$ cat src/rtl/peripheral_mpi_pkg.sv
// Shared types for the MPI peripheral egress path: arbiter state encoding
// and the pointer-width helper used by the VC multiplexer.
package peripheral_mpi_pkg;

    typedef enum logic {
        IDLE   = 1'b0,
        LOCKED = 1'b1
    } state_t;

    // Channel-index width: $clog2(n), but never narrower than one bit.
    function automatic int ptr_width(input int n);
        return (n > 1) ? $clog2(n) : 1;
    endfunction

endpackage

$ cat src/rtl/peripheral_mpi_vc_mux_if.sv
// Bundle of the N ingress flit streams and the single merged egress link.
// The slave modport is the multiplexer's view, the master modport the environment's.
interface peripheral_mpi_vc_mux_if #(
    parameter int NOC_FLIT_WIDTH = 32,
    parameter int N              = 2
);

    logic [N*NOC_FLIT_WIDTH-1:0] in_flit;
    logic [N-1:0]                in_last;
    logic [N-1:0]                in_valid;
    logic [N-1:0]                in_ready;
    logic [NOC_FLIT_WIDTH-1:0]   out_flit;
    logic                        out_last;
    logic                        out_valid;
    logic                        out_ready;
    logic [N-1:0]                out_sel;

    modport master (
        output in_flit,
        output in_last,
        output in_valid,
        output out_ready,
        input  in_ready,
        input  out_flit,
        input  out_last,
        input  out_valid,
        input  out_sel
    );

    modport slave (
        input  in_flit,
        input  in_last,
        input  in_valid,
        input  out_ready,
        output in_ready,
        output out_flit,
        output out_last,
        output out_valid,
        output out_sel
    );

endinterface

$ cat src/rtl/peripheral_mpi_skid.sv
// Two-entry valid/ready skid register: full throughput, one cycle latency,
// upstream ready comes straight from a flop.
module peripheral_mpi_skid #(
    parameter int WIDTH = 35
) (
    input  logic             clk,
    input  logic             rst,
    input  logic [WIDTH-1:0] in_data,
    input  logic             in_valid,
    output logic             in_ready,
    output logic [WIDTH-1:0] out_data,
    output logic             out_valid,
    input  logic             out_ready
);

    logic [WIDTH-1:0] main_q, main_d;
    logic [WIDTH-1:0] skid_q, skid_d;
    logic             main_valid_q, main_valid_d;
    logic             skid_valid_q, skid_valid_d;
    logic             push;
    logic             pop;

    // Emptied entries are cleared so the outputs read zero whenever invalid.
    always_comb begin
        pop          = main_valid_q & out_ready;
        push         = in_valid & ~skid_valid_q;
        main_d       = main_q;
        main_valid_d = main_valid_q;
        skid_d       = skid_q;
        skid_valid_d = skid_valid_q;
        if (skid_valid_q) begin
            if (pop) begin
                main_d       = skid_q;
                main_valid_d = 1'b1;
                skid_d       = '0;
                skid_valid_d = 1'b0;
            end
        end else if (push) begin
            if (!main_valid_q || pop) begin
                main_d       = in_data;
                main_valid_d = 1'b1;
            end else begin
                skid_d       = in_data;
                skid_valid_d = 1'b1;
            end
        end else if (pop) begin
            main_d       = '0;
            main_valid_d = 1'b0;
        end
    end

    always_ff @(posedge clk) begin
        if (rst) begin
            main_q       <= '0;
            main_valid_q <= 1'b0;
            skid_q       <= '0;
            skid_valid_q <= 1'b0;
        end else begin
            main_q       <= main_d;
            main_valid_q <= main_valid_d;
            skid_q       <= skid_d;
            skid_valid_q <= skid_valid_d;
        end
    end

    assign in_ready  = ~skid_valid_q;
    assign out_data  = main_q;
    assign out_valid = main_valid_q;

endmodule

$ cat src/rtl/peripheral_mpi_vc_mux.sv
// Packet-atomic round-robin N-to-1 flit multiplexer for the MPI NoC egress.
// Define PERIPHERAL_MPI_VC_MUX_REG_EN to register the output through a skid stage.
module peripheral_mpi_vc_mux
    import peripheral_mpi_pkg::*;
#(
    parameter int NOC_FLIT_WIDTH = 32,
    parameter int N              = 2
) (
    input logic                    clk,
    input logic                    rst,
    peripheral_mpi_vc_mux_if.slave bus
);

    localparam int             PW       = ptr_width(N);
    localparam logic [PW-1:0]  LAST_IDX = PW'(N - 1);

    state_t                    state_q, state_d;
    logic [PW-1:0]             ptr_q, ptr_d;
    logic [PW-1:0]             owner_q, owner_d;

    logic [NOC_FLIT_WIDTH-1:0] flit_arr [N];
    logic [PW-1:0]             rr_grant;
    logic                      rr_found;
    logic [PW-1:0]             grant;
    logic                      mux_valid;
    logic                      mux_last;
    logic [NOC_FLIT_WIDTH-1:0] mux_flit;
    logic [N-1:0]              mux_sel;
    logic [N-1:0]              in_ready_int;
    logic                      link_ready;
    logic                      xfer;

    // First requester at or after start, wrapping; MSB flags that one exists.
    function automatic logic [PW:0] rr_search(input logic [N-1:0] valid,
                                              input logic [PW-1:0] start);
        logic [PW:0]   result;
        logic [PW-1:0] idx;
        result = '0;
        for (int k = N - 1; k >= 0; k--) begin
            idx = PW'((int'(start) + k) % N);
            if (valid[idx]) result = {1'b1, idx};
        end
        return result;
    endfunction

    function automatic logic [PW-1:0] next_idx(input logic [PW-1:0] i);
        return (i == LAST_IDX) ? '0 : i + PW'(1);
    endfunction

    always_comb begin
        for (int i = 0; i < N; i++) begin
            flit_arr[i] = bus.in_flit[i*NOC_FLIT_WIDTH +: NOC_FLIT_WIDTH];
        end
    end

    always_ff @(posedge clk) begin
        if (rst) begin
            state_q <= IDLE;
            ptr_q   <= '0;
            owner_q <= '0;
        end else begin
            state_q <= state_d;
            ptr_q   <= ptr_d;
            owner_q <= owner_d;
        end
    end

    always_comb begin
        state_d = state_q;
        ptr_d   = ptr_q;
        owner_d = owner_q;
        case (state_q)
            IDLE: begin
                if (xfer) begin
                    if (mux_last) begin
                        ptr_d = next_idx(grant);
                    end else begin
                        state_d = LOCKED;
                        owner_d = grant;
                    end
                end
            end
            LOCKED: begin
                if (xfer && mux_last) begin
                    state_d = IDLE;
                    ptr_d   = next_idx(owner_q);
                end
            end
            default: state_d = IDLE;
        endcase
    end

    // While locked only the owner is looked at; everything is muted in reset.
    always_comb begin
        {rr_found, rr_grant} = rr_search(bus.in_valid, ptr_q);
        grant        = (state_q == LOCKED) ? owner_q : rr_grant;
        mux_valid    = ~rst & ((state_q == LOCKED) ? bus.in_valid[owner_q] : rr_found);
        mux_flit     = '0;
        mux_last     = 1'b0;
        mux_sel      = '0;
        in_ready_int = '0;
        if (mux_valid) begin
            mux_flit       = flit_arr[grant];
            mux_last       = bus.in_last[grant];
            mux_sel[grant] = 1'b1;
        end
        if (!rst && ((state_q == LOCKED) || rr_found)) begin
            in_ready_int[grant] = link_ready;
        end
        xfer = mux_valid & link_ready;
    end

    assign bus.in_ready = in_ready_int;

`ifdef PERIPHERAL_MPI_VC_MUX_REG_EN
    localparam int SKID_W = NOC_FLIT_WIDTH + 1 + N;

    logic [SKID_W-1:0] skid_out;
    logic              skid_in_ready;

    peripheral_mpi_skid #(
        .WIDTH (SKID_W)
    ) u_skid (
        .clk       (clk),
        .rst       (rst),
        .in_data   ({mux_sel, mux_last, mux_flit}),
        .in_valid  (mux_valid),
        .in_ready  (skid_in_ready),
        .out_data  (skid_out),
        .out_valid (bus.out_valid),
        .out_ready (bus.out_ready)
    );

    assign link_ready   = skid_in_ready;
    assign bus.out_flit = skid_out[NOC_FLIT_WIDTH-1:0];
    assign bus.out_last = skid_out[NOC_FLIT_WIDTH];
    assign bus.out_sel  = skid_out[SKID_W-1 -: N];
`else
    assign link_ready    = bus.out_ready;
    assign bus.out_flit  = mux_flit;
    assign bus.out_last  = mux_last;
    assign bus.out_valid = mux_valid;
    assign bus.out_sel   = mux_sel;
`endif

endmodule

$ cat src/flat_wrapper.sv
// flat-port wrapper written by rule: the top's interface ports become plain ports
module peripheral_mpi_vc_mux_flat import peripheral_mpi_pkg::*;
#(
    parameter int NOC_FLIT_WIDTH = 32,
    parameter int N              = 2
)
  (clk, rst, bus_in_flit, bus_in_last, bus_in_valid, bus_out_ready, bus_in_ready, bus_out_flit, bus_out_last, bus_out_valid, bus_out_sel);
  peripheral_mpi_vc_mux_if #(.NOC_FLIT_WIDTH(NOC_FLIT_WIDTH), .N(N)) bus_i ();
  input logic clk;
  input logic rst;
  input wire logic [$bits(bus_i.in_flit)-1:0] bus_in_flit;
  input wire logic [$bits(bus_i.in_last)-1:0] bus_in_last;
  input wire logic [$bits(bus_i.in_valid)-1:0] bus_in_valid;
  input wire logic [$bits(bus_i.out_ready)-1:0] bus_out_ready;
  output wire logic [$bits(bus_i.in_ready)-1:0] bus_in_ready;
  output wire logic [$bits(bus_i.out_flit)-1:0] bus_out_flit;
  output wire logic [$bits(bus_i.out_last)-1:0] bus_out_last;
  output wire logic [$bits(bus_i.out_valid)-1:0] bus_out_valid;
  output wire logic [$bits(bus_i.out_sel)-1:0] bus_out_sel;
  assign bus_i.in_flit = bus_in_flit;
  assign bus_i.in_last = bus_in_last;
  assign bus_i.in_valid = bus_in_valid;
  assign bus_i.out_ready = bus_out_ready;
  assign bus_in_ready = bus_i.in_ready;
  assign bus_out_flit = bus_i.out_flit;
  assign bus_out_last = bus_i.out_last;
  assign bus_out_valid = bus_i.out_valid;
  assign bus_out_sel = bus_i.out_sel;
  peripheral_mpi_vc_mux #(.NOC_FLIT_WIDTH(NOC_FLIT_WIDTH), .N(N)) u_core (.clk(clk), .rst(rst), .bus(bus_i));
endmodule
$ cat config.mk
export PLATFORM = sky130hd
export DESIGN_NAME = peripheral_mpi_vc_mux_flat
export DESIGN_NICKNAME = d
export VERILOG_FILES = /design/src/rtl/peripheral_mpi_pkg.sv /design/src/rtl/peripheral_mpi_vc_mux_if.sv /design/src/rtl/peripheral_mpi_skid.sv /design/src/rtl/peripheral_mpi_vc_mux.sv /design/src/flat_wrapper.sv
export SDC_FILE = /design/constraint.sdc
export NUM_CORES = 1
export LEC_CHECK = 0
export CAP_MARGIN = 20
export CORE_MARGIN = 2
export CORE_UTILIZATION = 21
export CTS_BUF_LIST = sky130_fd_sc_hd__clkbuf_4
export CTS_CLUSTER_SIZE = 16
export DETAILED_ROUTE_END_ITERATION = 7
export PLACE_DENSITY_LB_ADDON = 0.15
export SYNTH_ARGS = -nofsm -noshare
export SYNTH_HDL_FRONTEND = slang
export SYNTH_SLANG_ARGS = --single-unit
$ cat constraint.sdc
create_clock -name clk -period 1.8 [get_ports clk]
set_clock_uncertainty 0.05 [all_clocks]
set_input_delay 0.27 -clock clk [delete_from_list [all_inputs] [get_ports clk]]
set_output_delay 0.27 -clock clk [all_outputs]
set_load 0.1 [all_outputs]
==> results of run 1 <==
## stage by stage
stage / setup WS (ns) / instances / area [µm²] / utilization, % / setup TNS [ns]
detailed placement: -0.482 / 220 / 2470 / 91.3 / -16.89
global placement: -0.367 / 220 / 2470 / 91.3 / -12.71
floorplan: -0.301 / 75 / 910 / - / -0.311
## cells by family after synthesis
| group | after synthesis |
|---|---|
| muxes | 2 |
| DFF | 3 |
| AOI/OAI and AO/OA | 40 |
| and+or+nand+nor | 21 |
| buffers and inverters | 9 |
==> out/metrics.cfg, run 1 <==
[outcome]
status = stopped before the end
stop_stage = 4_1_cts
stop_error = [ERROR DPL-0033] detailed placement checks failed during check placement.

[floorplan]
start_util_pct = 21.8
dieHeight_um = 57.0
rows = 19
dieWidth_um = 57.0
io_pins = 109

[synthesis]
netlist-cell-type-count = 25
ys_warn_count = 0
ys_top_cells_by_area = a22o_1, dfxtp_1, buf_2, mux2i_1, nand2_1
synth-seq-area-share_pct = 10.2
synth_edf_count = 0
yosys.area_share.xor_xnor_pct = 0
synthesis.nets = 146
yosysMostFrequentCell = a22o_1
synth_top_area_share_pct = 47.5
syn-instance-count = 75
synth_commonest_cells = a22o_1, nand2_1, buf_2
synth_compound_area_share_pct = 58.1
async_reset_ff_share_pct = 0
ys_ff_latch = 3
ys.flop_type = dfxtp_1
synth_top_family_by_area = compound AO/OA/AOI/OAI gates
muxShareOfSynthArea_pct = 3.39
synth.avg_cell_area_um2 = 7.87
yosys.area_share.simple_pct = 20.6
synthAdderAreaFrac_pct = 0
netlist_area_um2 = 591
synth_area_leader_cell = a22o_1

[cts]
htree_num_levels = 1
clockRootBuffer = clkbuf_4
cts-resized-gates = 25
postCtsSetupRepairBufs = 1
cts_buffer_depth = 2
cts_buffers = 3
cts_num_sinks = 3
cts-hold-fix-buffers = 0

[placed_design]
dp_hpwl_mm = 4.19
gp_congestion = 0.800
portBuffers = 108

==> inputs of run 2 (changes only) <==
Settings changed: CORE_AREA set to 2 2 63 65, CORE_MARGIN 2 to unset, CORE_UTILIZATION 21 to unset, CTS_BUF_LIST sky130_fd_sc_hd__clkbuf_4 to unset, CTS_CLUSTER_SIZE 16 to unset, DIE_AREA set to 0 0 65 67.
==> out/metrics.cfg, run 2 <==
[detailed_routing]
first_iter_violations = 26
wl_per_cell_um = 18.8
antenna_left = 0
dr.pass1.iters = 4
viasPerCell = 4.81
post-route-drc-count = 0
vias = 1218
wirelength_mm = 4.75

[min_path]
min_path_cells = 5
min_path_type = input pin to register

[synthesis]
synth_edf_count = 0  ; unchanged
synthesis.nets = 146  ; unchanged
syn-instance-count = 75  ; unchanged
synth-seq-area-share_pct = 10.2  ; unchanged
yosysMostFrequentCell = a22o_1
ys_warn_count = 0  ; unchanged
ys_top_cells_by_area = a22o_1, dfxtp_1, buf_2, mux2i_1, nand2_1
async_reset_ff_share_pct = 0  ; unchanged
ys_ff_latch = 3  ; unchanged
netlist-cell-type-count = 25  ; unchanged
synth_area_leader_cell = a22o_1
synth.avg_cell_area_um2 = 7.87  ; unchanged
synth_commonest_cells = a22o_1, nand2_1, buf_2
ys.flop_type = dfxtp_1
synth_top_area_share_pct = 47.5  ; unchanged
netlist_area_um2 = 591  ; unchanged

[grt]
overflow = 0
track_usage_pct = 21.0
antenna_found_initial = 0
grt_pass1_wl_mm = 6.84
grt_pass1_vias = 1277
grt_max_degree = 18

[timing]
worst_pin_slew_ns = 0.326
fin_crit_ns = 1.90
slew_headroom_pct = 78.2
finalHoldViolCount = 0
max_freq_mhz = 526
final_max_slew_viol_count = 0
fin_ws_ns = -0.101
setup_viol = 33
period_share_pct = 106
grt_setup_unrepaired = true

[layout]
fin_util_pct = 78.6
nFillCells = 206
multiInputGateArea_um2 = 861
layout_commonest_cell = clkdlybuf4s50_1
fin_area_mm2 = 0.00284
insertedDiodeCount = 0
synthToLayoutAreaGrowth_pct = 380
seq_area_um2 = 68.8
drive_above_1_share_pct = 57.1
nets = 277
final_cell_mix = clkdlybuf4s50_1, buf_12, a22o_4

[floorplan]
dieArea_mm2 = 0.00436
io_pins = 109  ; unchanged
core-area_mm2 = 0.00361
start_util_pct = 16.4  ; -5.4 points
dieWidth_um = 65  ; +14%
rows = 22  ; +3
dieHeight_um = 67  ; +17%

[worst_setup_path]
end_kind = primary output
cp_data_arrival_time_ns = 1.58
worst-r2r-cell-count = 6
start_kind = register
crit_type = register to primary output
crit_fanout = 17
required_ns = 1.48

[placed_design]
dp_hpwl_mm = 3.31  ; -21%
place_area_mm2 = 0.00250  ; +1.1%
portBuffers = 108  ; unchanged
gp_congestion = 0.868  ; +8.5%

[pwr]
irDropWorstVdd_mv = 0.389
p_switching_mw = 0.742
power.share.clock_pct = 12.9
intPower_mw = 0.804
seq_power_share_pct = 5.2
power_frac_comb_pct = 81.9
power.leakage_nw = 1.21
cellPowerDensity_mw_per_mm2 = 545
swShare_pct = 48.0

[cts]
cts_num_sinks = 3  ; unchanged
cts_buffer_depth = 2  ; unchanged
cts_buffers = 3  ; unchanged
cts_tree = done
clk_latency_ns = 0.22
clk_pin_slew_worst_paths_ns = 0.03
htree_num_levels = 1  ; unchanged
clockRootBuffer = clkbuf_8

[outcome]
status = finished with violations
violations = negative setup slack

[job]
drv_cap = 0

-- run 2: cell counts after synthesis --
Identical to the previous run, type by type.
-- run 2: worst paths after layout --
check | startpoint | slack (ns) | endpoint
max | register | -0.10 | bus_out_flit[31]
min | rst | 0.60 | u_core.owner_q$_SDFFE_PP0P_
max reg2reg | register | 0.13 | u_core.owner_q$_SDFFE_PP0P_
min reg2reg | u_core.ptr_q$_SDFFE_PP0P_ | 0.60 | u_core.ptr_q$_SDFFE_PP0P_
-- run 2: kinds of logic after synthesis --
| family | share of synthesized area (%) |
|---|---|
| flip-flops | 10.2 |
| AND/OR/NAND/NOR | 20.6 |
| buffers and inverters | 7.84 |
| multiplexers | 3.39 |
| AO/OA/AOI/OAI | 58.0 |
-- run 2: per-layer routing --
metal	global-route usage [%]	up-vias	share of wire, %
met3	4.90	9	8.2
met2	38.4	67	53
met5	0	-	0
li1	-	574	-
met4	7.98	0	1.9
met1	23.3	568	37
-- run 2: area by class of cell --
cell class | instances | share of cell area [%]
tap | 48 | 2.12
multi-input combinational | 63 | 30.4
sequential | 3 | 2.43
inverter | 1 | 0.132
clock buffer | 4 | 1.59
timing repair buffer | 134 | 63.4
-- run 2: worst max-delay path, cell delays in order (launching register included) --
cell and delay, ns:
dfxtp_4 0.36, buf_4 0.12, nand2_2 0.05, and3_4 0.21, buf_12 0.16, a22o_4 0.27
buf_12 0.16
-- run 2: repair_timing --
item	CTS	global route
hold buffers	0	0
cloned	3	1
endpoints found under the setup margin	40	37
setup buffers	8	3
pin swaps	9	2
gates resized for setup	28	8
-- run 2: power by group through the flow --
stage | sequential, mW | clock (mW) | combinational, mW
6_report | 0.0804 | 0.199 | 1.27
5_1_grt | 0.0809 | 0.207 | 1.30
4_1_cts | 0.0796 | 0.202 | 1.25
3_5_place_dp | 0.0787 | 0 | 1.17
3_3_place_gp | 0.0784 | 0 | 1.16
2_1_floorplan | 0.0763 | 0 | 0.674
-- run 2: per-stage QoR --
| stage | power [mW] | setup slack, ns | hold slack (ns) | TNS (ns) | std cells |
|---|---|---|---|---|---|
| after floorplan | 0.750 | -0.301 | 0.410 | -0.311 | 75 |
| after global placement | 1.24 | -0.380 | 0.439 | -13.01 | 236 |
| after detailed placement | 1.25 | -0.408 | 0.473 | -13.97 | 236 |
| after CTS | 1.53 | -0.0897 | 0.597 | -2.68 | 249 |
| after global routing | 1.59 | -0.167 | 0.608 | -4.82 | 253 |
| final | 1.55 | -0.101 | 0.595 | -2.86 | 253 |
Power figures use the tool's default switching activity.
==> inputs of run 3 (changes only) <==
Settings changed: MAX_ROUTING_LAYER set to met4.
==> out/metrics.cfg, run 3 (synthesis results as in run 2) <==
[detailed_routing]
post-route-drc-count = 0  ; unchanged
wirelength_mm = 4.68  ; -1.4%
vias = 1192  ; -2.1%
wl_per_cell_um = 19.0  ; +1.0%
viasPerCell = 4.83  ; +0.24%
antenna_left = 0  ; unchanged
dr.pass1.iters = 4  ; unchanged
first_iter_violations = 35  ; +35%

[cts]
cts_num_sinks = 3  ; unchanged
clk_latency_ns = 0.21  ; about the same
htree_num_levels = 1  ; unchanged
cts_buffers = 3  ; unchanged
clk_pin_slew_worst_paths_ns = 0.03  ; about the same
clockRootBuffer = clkbuf_8
cts_buffer_depth = 2  ; unchanged
cts_tree = done
cts-hold-fix-buffers = 0  ; unchanged

[worst_setup_path]
path_cells = nor3b_4 > nor3_4 > buf_6 > buf_16 > a22o_4 > buf_12
reg2reg_slack_ns = 0.17  ; +0.04 ns
critical-path-top-delay-family = buffers and inverters
crit_slowest_cell = dfxtp_4
critPathBufInv = 3  ; unchanged
required_ns = 1.48  ; about the same
end_kind = primary output
cp_data_arrival_time_ns = 1.58  ; about the same
crit_fanout = 7  ; -10
cp-endpoint = bus_out_flit[9]
cp.depth = 6  ; unchanged
crit_type = register to primary output
start_kind = register
worst-r2r-cell-count = 5  ; -1
cpPeakStageDelay_ns = 0.34  ; -0.02 ns
crit_start = u_core.ptr_q$_SDFFE_PP0P_
r2r-end = u_core.owner_q$_SDFFE_PP0P_

[outcome]
status = finished with violations
violations = negative setup slack

[grt]
grt_pass1_wl_mm = 6.47  ; -5.4%
grt_pass1_vias = 1308  ; +2.4%
overflow = 0  ; unchanged
antenna_found_initial = 0  ; unchanged
track_usage_pct = 20.0  ; -0.98 points
grt_max_degree = 18  ; unchanged

[timing]
fin_ws_ns = -0.102  ; -0.00104 ns
max_freq_mhz = 526  ; about the same
setup_viol = 32  ; -3.0%
holdWs_ns = 0.564  ; -0.0310 ns
worst_pin_slew_ns = 0.356  ; +0.0303 ns
fin_crit_ns = 1.90  ; +0.00104 ns
fin_setup_tns_ns = -2.95  ; -0.0881 ns
period_share_pct = 106  ; about the same
slew_headroom_pct = 76.1  ; -2.0 points
final_max_slew_viol_count = 0  ; unchanged
grt_setup_unrepaired = true
finalHoldViolCount = 0  ; unchanged

[placed_design]
gp_congestion = 0.893  ; +2.9%
place_inst = 236  ; unchanged
place_area_mm2 = 0.00250  ; unchanged
portBuffers = 108  ; unchanged
dp_slack_ns = -0.461  ; -0.0538 ns
dp_hpwl_mm = 3.41  ; +2.8%

[job]
drv_cap = 0  ; unchanged

[pwr]
power.share.clock_pct = 12.8  ; about the same
cellPowerDensity_mw_per_mm2 = 551  ; +1.1%
swShare_pct = 48.3  ; +0.27 points
power.leakage_nw = 1.16  ; -3.8%
seq_power_share_pct = 5.4  ; +0.2 points
intPower_mw = 0.778  ; -3.2%
irDropWorstVdd_mv = 0.635  ; +63%
power_mw = 1.50  ; -2.7%
p_switching_mw = 0.727  ; -2.2%
power_frac_comb_pct = 81.9  ; about the same

[layout]
insertedDiodeCount = 0  ; unchanged
final_cell_mix = clkdlybuf4s50_1, buf_12, a22o_4
fin_cells = 247  ; -2.4%
drive_above_1_share_pct = 53.8  ; -3.3 points
synthToLayoutAreaGrowth_pct = 362
fin_util_pct = 75.7  ; -2.9 points
nets = 271  ; -2.2%
layout_commonest_cell = clkdlybuf4s50_1
fin_area_mm2 = 0.00273  ; -3.8%

[floorplan]
start_util_pct = 16.4  ; unchanged
dieWidth_um = 65  ; unchanged
core-area_mm2 = 0.00361  ; unchanged
rows = 22  ; unchanged
dieHeight_um = 67  ; unchanged
dieArea_mm2 = 0.00436  ; unchanged
io_pins = 109  ; unchanged

[min_path]
min_path_type = input pin to register
min_path_cells = 5  ; unchanged

## run 3: how the worst min path moves through the flow
stage	from	slack [ns]	endpoint
2_1_floorplan	u_core.ptr_q$_SDFFE_PP0P_	0.41	u_core.ptr_q$_SDFFE_PP0P_
3_3_place_gp	u_core.ptr_q$_SDFFE_PP0P_	0.44	u_core.ptr_q$_SDFFE_PP0P_
3_5_place_dp	u_core.ptr_q$_SDFFE_PP0P_	0.45	u_core.ptr_q$_SDFFE_PP0P_
4_1_cts	u_core.ptr_q$_SDFFE_PP0P_	0.58	u_core.ptr_q$_SDFFE_PP0P_
5_1_grt	rst	0.58	u_core.owner_q$_SDFFE_PP0P_
6_report	rst	0.56	u_core.owner_q$_SDFFE_PP0P_
## run 3: area by class of cell
cell class	count	area (µm²)
Multi-Input combinational cell	63	838
Inverter	1	3.75
Fill cell	226	877
Tap cell	48	60.1
Sequential cell	3	66.3
Timing Repair Buffer	128	1720
Clock buffer	4	45.0
## run 3: power groups by stage
stage / sequential (mW) / clock, mW / combinational [mW]
after floorplan: 0.0763 / 0 / 0.674
after global placement: 0.0784 / 0 / 1.16
after detailed placement: 0.0786 / 0 / 1.17
after CTS: 0.0803 / 0.196 / 1.23
after global routing: 0.0817 / 0.207 / 1.26
final: 0.0810 / 0.192 / 1.23
## run 3: routing by layer
layer | part of all wire, % | track usage [%]
met2 | 54 | 35.6
met1 | 35 | 21.7
met3 | 8.4 | 4.56
met4 | 2.0 | 7.45
met5 | 0 | -
## run 3: tightest hold or removal path: stages
cell and delay (ns):
clkbuf_2 0.11, buf_4 0.12, inv_1 0.05, buf_4 0.14
o311a_1 0.10
## run 3: repair_timing
| action | CTS | global route |
|---|---|---|
| setup buffers | 4 | 0 |
| endpoints found under the setup margin | 39 | 33 |
| pin swaps | 7 | 2 |
| resized for setup | 24 | 3 |
| gates cloned | 3 | 0 |
